### src/rtl/buffer_readout.sv
// Streams a 21-bit capture buffer out as 3 bytes per word over a valid/ready link.
// The first byte of each word carries bit 7 set so the host can realign frames.
module buffer_readout #(
  parameter int ADDR_W    = 11,
  parameter int DATA_W    = 21,
  parameter int LAST_ADDR = 2047
) (
  input  logic              clk,
  input  logic              rst_n,
  input  logic              start,
  output logic [ADDR_W-1:0] addr_r,
  input  logic [DATA_W-1:0] data_out,
  output logic [7:0]        tx_data,
  output logic              tx_valid,
  input  logic              tx_ready,
  output logic              busy,
  output logic              done,
  output logic              overrun
);

  localparam int LANES  = 3;
  localparam int LANE_W = 7;
  localparam logic [ADDR_W-1:0] LAST_ADDR_V = ADDR_W'(LAST_ADDR);

  typedef enum logic [1:0] {
    IDLE = 2'd0,
    LOAD = 2'd1,
    SEND = 2'd2,
    DONE = 2'd3
  } state_t;

  state_t            state_reg;
  state_t            state_next;
  logic [ADDR_W-1:0] addr_reg;
  logic [DATA_W-1:0] word_reg;
  logic [1:0]        index_reg;
  logic [7:0]        tx_data_reg;
  logic              tx_valid_reg;
  logic              overrun_reg;

  logic              xfer;
  logic              at_last;
  logic [DATA_W-1:0] src_word;
  logic [7:0]        lane_byte [LANES];
  logic [7:0]        next_byte;

  assign xfer    = tx_valid_reg && tx_ready;
  assign at_last = (addr_reg == LAST_ADDR_V);

  // In LOAD the word register is not yet valid, so the first byte comes straight from the buffer.
  assign src_word = (state_reg == LOAD) ? data_out : word_reg;

  genvar gi;
  generate
    for (gi = 0; gi < LANES; gi++) begin : g_lane
      assign lane_byte[gi] = {(gi == 0) ? 1'b1 : 1'b0,
                              src_word[DATA_W-1-gi*LANE_W -: LANE_W]};
    end
  endgenerate

  always_comb begin
    next_byte = lane_byte[0];
    if (state_reg == SEND) begin
      case (index_reg)
        2'd0:    next_byte = lane_byte[1];
        default: next_byte = lane_byte[2];
      endcase
    end
  end

  // FSM: state register
  always_ff @(posedge clk or negedge rst_n) begin
    if (!rst_n) begin
      state_reg <= IDLE;
    end else begin
      state_reg <= state_next;
    end
  end

  // FSM: next-state logic
  always_comb begin
    state_next = state_reg;
    case (state_reg)
      IDLE: begin
        if (start) begin
          state_next = LOAD;
        end
      end
      LOAD: begin
        state_next = SEND;
      end
      SEND: begin
        if (xfer && (index_reg == 2'd2)) begin
          state_next = at_last ? DONE : LOAD;
        end
      end
      DONE: begin
        state_next = IDLE;
      end
      default: begin
        state_next = IDLE;
      end
    endcase
  end

  // FSM: outputs decoded from state
  always_comb begin
    busy = (state_reg != IDLE);
    done = (state_reg == DONE);
  end

  always_ff @(posedge clk or negedge rst_n) begin
    if (!rst_n) begin
      addr_reg     <= '0;
      word_reg     <= '0;
      index_reg    <= 2'd0;
      tx_data_reg  <= 8'h00;
      tx_valid_reg <= 1'b0;
      overrun_reg  <= 1'b0;
    end else begin
      case (state_reg)
        IDLE: begin
          if (start) begin
            addr_reg    <= '0;
            overrun_reg <= 1'b0;
          end
        end
        LOAD: begin
          word_reg     <= data_out;
          tx_data_reg  <= next_byte;
          tx_valid_reg <= 1'b1;
          index_reg    <= 2'd0;
        end
        SEND: begin
          // Without a transfer nothing changes, which holds tx_data/tx_valid under backpressure.
          if (xfer) begin
            if (index_reg == 2'd2) begin
              tx_valid_reg <= 1'b0;
              if (!at_last) begin
                addr_reg <= addr_reg + ADDR_W'(1);
              end
            end else begin
              tx_data_reg <= next_byte;
              index_reg   <= index_reg + 2'd1;
            end
          end
        end
        default: begin
        end
      endcase
      if (start && (state_reg != IDLE)) begin
        overrun_reg <= 1'b1;
      end
    end
  end

  assign addr_r   = addr_reg;
  assign tx_data  = tx_data_reg;
  assign tx_valid = tx_valid_reg;
  assign overrun  = overrun_reg;

endmodule

### config.mk
export PLATFORM = sky130hd
export DESIGN_NAME = buffer_readout
export DESIGN_NICKNAME = d
export VERILOG_FILES = /design/src/rtl/buffer_readout.sv
export SDC_FILE = /design/constraint.sdc
export NUM_CORES = 1
export LEC_CHECK = 0
export CAP_MARGIN = 25
export CELL_PAD_IN_SITES_DETAIL_PLACEMENT = 1
export CELL_PAD_IN_SITES_GLOBAL_PLACEMENT = 1
export CORE_MARGIN = 2
export CORE_UTILIZATION = 35
export CTS_CLUSTER_DIAMETER = 150
export DETAILED_ROUTE_END_ITERATION = 8
export GPL_TIMING_DRIVEN = 0
export PLACE_DENSITY = 0.71
export SLEW_MARGIN = 20
export SYNTH_ARGS = -nofsm -noshare
export SYNTH_HDL_FRONTEND = slang
export SYNTH_SLANG_ARGS = --single-unit
### constraint.sdc
create_clock -name clk -period 2.5 [get_ports clk]
set_input_delay 0.5 -clock clk [delete_from_list [all_inputs] [get_ports clk]]
set_output_delay 0.5 -clock clk [all_outputs]
set_load 0.005 [all_outputs]
== After elaboration in Yosys (flattened, before gate mapping) ==
Cells that the tools add are included.

* Flip-flop bits (word level): 46
* Word-level logic and storage cells: 59
* Input port bits: 25
* Output and inout bits: 23

* Reductions and logical operators: 15
* Eq/ne operators: 11
* Muxes and demuxes: 24
* $add $sub $neg: 2

{| class="wikitable"
|+ Operators with widths
! cell !! count
|-
| 11-bit 2-to-1 mux || 4
|-
| 8-bit 2-to-1 mux || 3
|-
| 11-bit case mux with 2 select lines || 1
|-
| 21-bit 2-to-1 mux || 1
|-
| 8-bit case mux with 2 select lines || 1
|-
| 11-bit by 1-bit adder with 11-bit output (second input constant) || 1
|-
| 11-bit equality test (second input constant) || 1
|-
| 2-bit 2-to-1 mux || 5
|-
| 2-bit nonzero test || 5
|-
| 2-bit != test (second input constant) || 4
|-
| 2-bit case mux with 4 select lines || 1
|-
| 7-bit 2-to-1 mux || 1
|-
| 2-bit equality test (second input constant) || 3
|-
| 3-bit AND reduction || 2
|-
| 1-bit 2-to-1 mux || 5
|-
| 5-bit AND reduction || 1
|-
| 2-bit logical NOT || 2
|-
| 2-bit by 1-bit != test with 1-bit output (second input constant) || 2
|-
| 2-bit case mux with 2 select lines || 1
|-
| 2-bit AND reduction || 2
|-
| 1-bit logical AND || 3
|-
| 2-bit by 1-bit adder with 2-bit output (second input constant) || 1
|-
| 2-bit by 1-bit equality test with 1-bit output (second input constant) || 1
|-
| 1-bit case mux with 2 select lines || 1
|}

== Logic depth before layout (Yosys ltp) ==
Gate-level depths: netlist of run 1.

* Word-level depth: 7
* Depth in mapped cells: 7
* Mapped depth without buffers: 7

== Least setup slack after synthesis of run 1 ==
Ideal clock, no wire load.

* Path type: reg2reg
* Start: register index_reg[0]
* End: register tx_data_reg[2], in the netlist tx_data[2]
* Path buffers: 1
* Data required time: 2375 ps
* Stages on the path, launching flop included: 7
* Setup time: 125 ps
* Slack: 708 ps
* Clock period less this slack: 1792 ps
* Data arrival time: 1667 ps
* Cell sequence: dfrtp_1 inv_1 ha_1 buf_1 mux2_2 mux2_2 mux2_2

* Cells in the longest elaborated chain, start to end: 6
* Elaborated cells on any way between the ends: 9
* Those cells by class: eq/ne: 2; mux: 5; reduce/logical: 2

{| class="wikitable"
|+ Ends and longest elaborated chain
! item !! line !! RTL
|-
| start: declaration || 36 || <nowiki>logic [1:0] index_reg;</nowiki>
|-
| start signal: assignment || 144 || <nowiki>index_reg <= index_reg + 2'd1;</nowiki>
|-
| 2-bit logical NOT || 64 || <nowiki>case (index_reg)</nowiki>
|-
| 7-bit 2-to-1 mux || 64 ||
|-
| 8-bit 2-to-1 mux || 63 || <nowiki>if (state_reg == SEND) begin</nowiki>
|-
| 8-bit 2-to-1 mux || 137 || <nowiki>if (index_reg == 2'd2) begin</nowiki>
|-
| 8-bit 2-to-1 mux || 136 || <nowiki>if (xfer) begin</nowiki>
|-
| 8-bit case mux with 2 select lines || 121 || <nowiki>case (state_reg)</nowiki>
|-
| end signal: assignment || 130 || <nowiki>tx_data_reg <= next_byte;</nowiki>
|-
| end signal: assignment || 143 || <nowiki>tx_data_reg <= next_byte;</nowiki>
|-
| end: declaration || 37 || <nowiki>logic [7:0] tx_data_reg;</nowiki>
|}

Parallel ways exist; a longest one is shown, timed or not. The select of a mux whose other input is x is not followed.
A chain may end at the register's enable or synchronous reset.

== Worst setup path in the final report of run 1 ==
* Start: register index_reg[0]
* End: register addr_reg[9], in the netlist addr_r[9]

* Cells in the longest elaborated chain, start to end: 3

{| class="wikitable"
|+ Ends and longest elaborated chain
! item !! line !! RTL
|-
| 2-bit equality test || 137 ||
|-
| 2-bit by 1-bit != test with 1-bit output (no source line) || n/a ||
|-
| 5-bit AND reduction (no source line) || n/a ||
|-
| end signal: assignment || 140 || <nowiki>addr_reg <= addr_reg + ADDR_W'(1);</nowiki>
|-
| end: declaration || 34 || <nowiki>logic [ADDR_W-1:0] addr_reg;</nowiki>
|}

Every way passes these cells.

==> results of run 1 <==
routing by layer:
layer  vias up  track usage  share of wire
li1        844            -              -
met1       850        0.221           0.48
met2        41        0.265           0.48
met3         5       0.0288          0.031
met4         0       0.0381         0.0078
met5         -            0              0
cell families (layout without fill, tap and decap cells):
| group | count (synthesis) | after routing | share of synthesized area |
|---|---|---|---|
| flops | 46 | 46 | 0.521 |
| buf+inv | 17 | 73 | 0.0329 |
| simple gates | 95 | 95 | 0.206 |
| compound gates | 21 | 21 | 0.0578 |
| fa+ha+maj | 3 | 3 | 0.0170 |
| mux | 31 | 31 | 0.165 |
path summary, 6_finish.rpt:
check / end / slack (ns) / cells past startpoint
setup / recovery: addr_r[9] / 0.41 / 7
hold / removal: addr_r[5] / 0.15 / 1
setup reg to reg: addr_r[9] / 0.41 / 7
hold reg to reg: word_reg[7] / 0.48 / 2
max in group asynchronous: word_reg[17] / 1.83 / 2
min in group clk: word_reg[7] / 0.48 / 2
cell usage after synthesis, types with 5 or more instances:
cell | n | share of area
nand2_1 | 52 | 0.088
dfrtp_1 | 46 | 0.52
mux2_2 | 23 | 0.12
nand2b_1 | 8 | 0.023
a21oi_1 | 7 | 0.016
inv_1 | 7 | 0.012
nand3_1 | 7 | 0.016
o31ai_1 | 7 | 0.024
clkbuf_1 | 6 | 0.010
nor2_1 | 6 | 0.010
mux2_4 | 5 | 0.034
o21ai_0 | 5 | 0.011
critical path, delay by kind of cell (launching register included):
kind,cells,cell delay [ns]
compound gates,1,0.25
fa+ha+maj,1,0.22
buf+inv,2,0.35
flops,1,0.41
mux,1,0.23
simple gates,2,0.54
per-stage QoR:
stage | setup TNS (ns) | setup WS, ns | cell area [µm²] | instances | power (mW)
6_report | 0 | 0.413 | 2900 | 344 | 3.07
2_1_floorplan | 0 | 0.708 | 2210 | 213 | 2.03
4_1_cts | 0 | 0.417 | 2900 | 344 | 3.13
3_5_place_dp | 0 | 0.117 | 2790 | 336 | 2.56
3_3_place_gp | -22.96 | -0.503 | 2770 | 335 | 2.50
5_1_grt | 0 | 0.241 | 2900 | 344 | 3.34
area by class of cell:
class | instances | area share
Sequential cell | 46 | 0.397
Multi-Input combinational cell | 150 | 0.340
Timing Repair Buffer | 48 | 0.168
Tap cell | 75 | 0.0324
Clock buffer | 6 | 0.0250
Buffer | 10 | 0.0160
Clock inverter | 2 | 0.0130
Inverter | 7 | 0.00907
where the power goes:
| group | internal, mW | total [mW] | switching [mW] |
|---|---|---|---|
| logic | 0.731 | 1.30 | 0.569 |
| clock network | 0.299 | 0.557 | 0.259 |
| registers | 1.04 | 1.22 | 0.179 |
placed cells by master, fill, tap and decap left out, drive strengths merged:
cell type | netlist | layout
buf | 4 | 6
nand4b | 1 | 1
a21o | 2 | 2
o21ai | 5 | 5
nor2 | 6 | 6
mux2i | 3 | 3
nor2b | 1 | 1
nor4 | 5 | 5
mux2 | 28 | 28
nand4 | 4 | 4
and4 | 1 | 1
nand2b | 8 | 8
o31ai | 7 | 7
or3 | 1 | 1
clkinvlp | 0 | 1
nand2 | 53 | 53
ha | 3 | 3
bufinv | 0 | 1
clkdlybuf4s50 | 0 | 46
dfrtp | 46 | 46
a21oi | 7 | 7
and2 | 3 | 3
inv | 7 | 7
or4 | 4 | 4
nand3 | 7 | 7
nor3 | 1 | 1
clkbuf | 6 | 12
==> metrics.yaml, run 1 <==
outcome: "finished clean"
syn_avg_cell_area_um2: 10.4
wirelength_um: 5240
post_cts_resized: 0
cts_tree: "done"
synthArstFlopShare: 1.00
cts_hold_buffers: 0
p_leak_nw: 1.26
final_antenna_net_count: 0
cts-root-buf: "clkbuf_8"
multi_input_area_um2: 985
grt_pass1_wl_um: 9090
portBuffers: 47
clkTransAtPathRegs_ns: 0.09
synth_nets: 241
finalHoldViolations: 0
ys_seq_elements: 46
clk_latency_ns: 0.30
fin_skew_ns: 0.0107
worstMarginPinSlew_ns: 0.559
vdd_drop_max_uv: 496
cts_buffer_depth: 2
grt_overflow: 0
die_w_um: 83.4
crit_type: "reg -> reg"
setup_viol: 0
synth_warnings: 0
syn-cell-area_um2: 2210
dr.pass1.iters: 3
largest_reg_flops: 21
wire_per_inst_um: 15.2
end_kind: "register"
cp_data_required_time_ns: 2.72
cp_max_fo: 10
netlist_instances: 213
synth_edf_count: 0
num_antenna_cells: 0
finalNetCount: 296
vias: 1740
grt_antenna_before_repair: 0
drive_above_1_share: 0.152
fill_cells: 696
whs_ns: 0.149
finalCritPeriodShare: 0.835
die_area_um2: 6960
max_stage_delay_ns: 0.42
viasPerCell: 5.06
slew_headroom: 0.627
crit_chain: "inv_1 > ha_1 > nand4_1 > a21o_1 > clkbuf_1 > nor4_1 > mux2i_1"
arrival_ns: 2.31
drt_iter0_markers: 75
start_util: 0.366
cts_made_buffers: 5
io_pins: 48
r2r-start: "index_reg[0]"
hold_path.class: "in -> async"
drc: 0
rsz0062_at_grt: "no"
min_period_ns: 2.09
utilization: 0.481
setup.worst_path.start: "index_reg[0]"
area_growth_pct: 31.2
place_congestion: 0.788
die_y_um: 83.4
critPathLaunchType: "register"
cap_violations: 0
ys_seq_area_frac: 0.521
power_density_nw_per_um2: 1060
grtUsageTotal: 0.161
synth_cell_type_count: 29
core_um2: 6030
slew_viol_final: 0
fmax_mhz: 479
regArea_um2: 1150
rows: 28
place.detailed.hpwl_um: 3820
ys.flop_type: "dfrtp_1"
cts_max_level: 2
cts_num_sinks: 46
critPathSlowestCell: "nor4_1"
first_global_vias: 1896
grt_max_degree: 29
cts_setup_buffers: 0
Note: power is estimated with default switching activity, not from simulation.
==> run 2: changes to the inputs <==
PLACE_DENSITY = 0.74   (was 0.71)
clock period = 1.7 ns   (was 2.5 ns; I/O delays follow)
==> metrics.yaml, run 2 (synthesis results as in run 1) <==
drt_iter0_markers: 62  # -17%
slew_viol_final: 0  # unchanged
portBuffers: 47  # unchanged
wire_per_inst_um: 17.5  # +15%
violations: "negative setup slack"
drc: 0  # unchanged
met2_length_um: 3370  # +34%
vdd_drop_max_uv: 731  # +47%
hold_path.class: "in -> async"
final_antenna_net_count: 0  # unchanged
rows: 28  # unchanged
max_stage_delay_ns: 0.44  # +0.02 ns
worstMarginPinSlew_ns: 0.615  # +0.0558 ns
cts-root-buf: "clkbuf_8"
final_cells: 367  # +6.7%
viasPerCell: 5.11  # +1.1%
vias: 1876  # +7.8%
crit_cells: 5  # -2
final_common_cell: "nand2_1"
cp_max_fo: 7  # -3
maxUsedRoutingLayer: "met4"
dpl_worst_slack_ns: -0.557  # -0.674 ns
outcome: "complete, but fails checks"
fmax_mhz: 557  # +16%
grt_overflow: 0  # unchanged
clk_latency_ns: 0.30  # about the same
critPathSlowestCell: "dfrtp_2"
place.detailed.hpwl_um: 3860  # +1.1%
cts_num_sinks: 46  # unchanged
drive_above_1_share: 0.336  # +0.183
grtUsageTotal: 0.176  # +0.0154
fill_cells: 684  # -1.7%
wl_met3_um: 181  # +9.7%
final_cell_mix: "52 x nand2_1, 43 x clkdlybuf4s50_1, 40 x dfrtp_1"
wirelength_um: 6420  # +23%
p_leak_nw: 1.52  # +20%
dr.pass1.iters: 4  # +1
grt_max_degree: 25  # -14%
cts_tree: "done"
clkTransAtPathRegs_ns: 0.10  # about the same
num_antenna_cells: 0  # unchanged
drt-met1-wl_um: 2820  # +12%
fin_ws_ns: -0.0964  # -0.509 ns
cts_max_level: 2  # unchanged
reg2regPathDepth: 5  # -2
critPathLaunchType: "register"
crit_buf_inv: 1  # -1
setup_viol: 13  # +13
cpLargestDelayFamily: "multiplexers"
arrival_ns: 1.99  # -0.32 ns
core_um2: 6030  # unchanged
rsz0062_at_grt: "yes"
total_power_mw: 5.54  # +80%
finalHoldViolations: 0  # unchanged
grt_pass1_wl_um: 9980  # +9.8%
die_area_um2: 6960  # unchanged
slew_headroom: 0.590  # -0.0372
place_congestion: 0.753  # -4.4%
crit_chain: "nor2b_4 > buf_8 > mux2_4 > mux2_4 > mux2_4"
cap_violations: 0  # unchanged
fin_skew_ns: 0.0132  # +0.00245 ns
power_density_nw_per_um2: 1630  # +54%
end_kind: "register"
largest_reg_flops: 21  # unchanged
io_pins: 48  # unchanged
finalNetCount: 319  # +7.8%
cp_data_required_time_ns: 1.89  # -0.83 ns
dp_cells: 336  # unchanged
finalCritPeriodShare: 1.06  # +0.222
grt_antenna_before_repair: 0  # unchanged
reg2reg_setup_slack_ns: -0.1  # -0.51 ns
die_y_um: 83.4  # unchanged
area_growth_pct: 53.5
fin_setup_tns_ns: -0.627  # -0.627 ns
cts_buffer_depth: 2  # unchanged
min_period_ns: 1.80  # -0.291 ns
cts_made_buffers: 5  # unchanged
crit_type: "reg -> reg"
die_w_um: 83.4  # unchanged
cpMostUsedCell: "mux2_4"
start_util: 0.366  # unchanged
first_global_vias: 1994  # +5.2%
## run 2: routing by layer
metal  vias to the layer above  GRT usage
li1                        883          -
met1                       941      0.231
met2                        46      0.312
met3                         6     0.0308
met4                         0     0.0264
met5                         -          0
## run 2: timing repair
action                                  CTS  global route
hold buffers                              0             0
pin swaps                                 8             9
cloned                                    1             1
gates resized for setup                  47            22
hold endpoints to repair                  0             0
buffers inserted                         14            10
endpoints found under the setup margin   29            31
## run 2: worst paths after layout
path | from | end
max reg2reg | state_reg[0] | tx_data[1]
min reg2reg | word_reg[4] | word_reg[4]
max | state_reg[0] | tx_data[1]
max in group asynchronous | rst_n | state_reg[0]
min in group clk | word_reg[4] | word_reg[4]
min | rst_n | addr_r[5]
## run 2: where the power goes
part | leakage (nW) | switching (mW) | internal, mW
registers | 0.567 | 0.267 | 1.53
clock network | 0.0683 | 0.415 | 0.590
logic | 0.884 | 1.12 | 1.61
total | 1.52 | 1.80 | 3.73
## run 2: final cells by class
class | count | area [µm²] | area share
repair buffers | 74 | 696 | 0.205
clock inverters | 3 | 68.8 | 0.0203
clock buffers | 5 | 68.8 | 0.0203
flip-flops and latches | 46 | 1160 | 0.342
plain buffers | 7 | 67.6 | 0.0199
multi-input cells | 150 | 1210 | 0.357
well taps | 75 | 93.8 | 0.0277
inverters | 7 | 26.3 | 0.00775
## run 2: stage by stage
stage               area [µm²]  hold WS (ns)  utilization
floorplan                 2220        0.0444            -
global placement          2780         0.453        0.462
detailed placement        2800         0.386        0.464
CTS                       3230        0.0553        0.536
global route              3390        0.0662        0.563
finish                    3390        0.0361        0.563
## run 2: worst reg2reg max path: cells and delay by family (launching register included)
family	cells	cell delay [ns]
mux	3	0.85
simple gates	1	0.24
flops	1	0.44
buf+inv	1	0.17
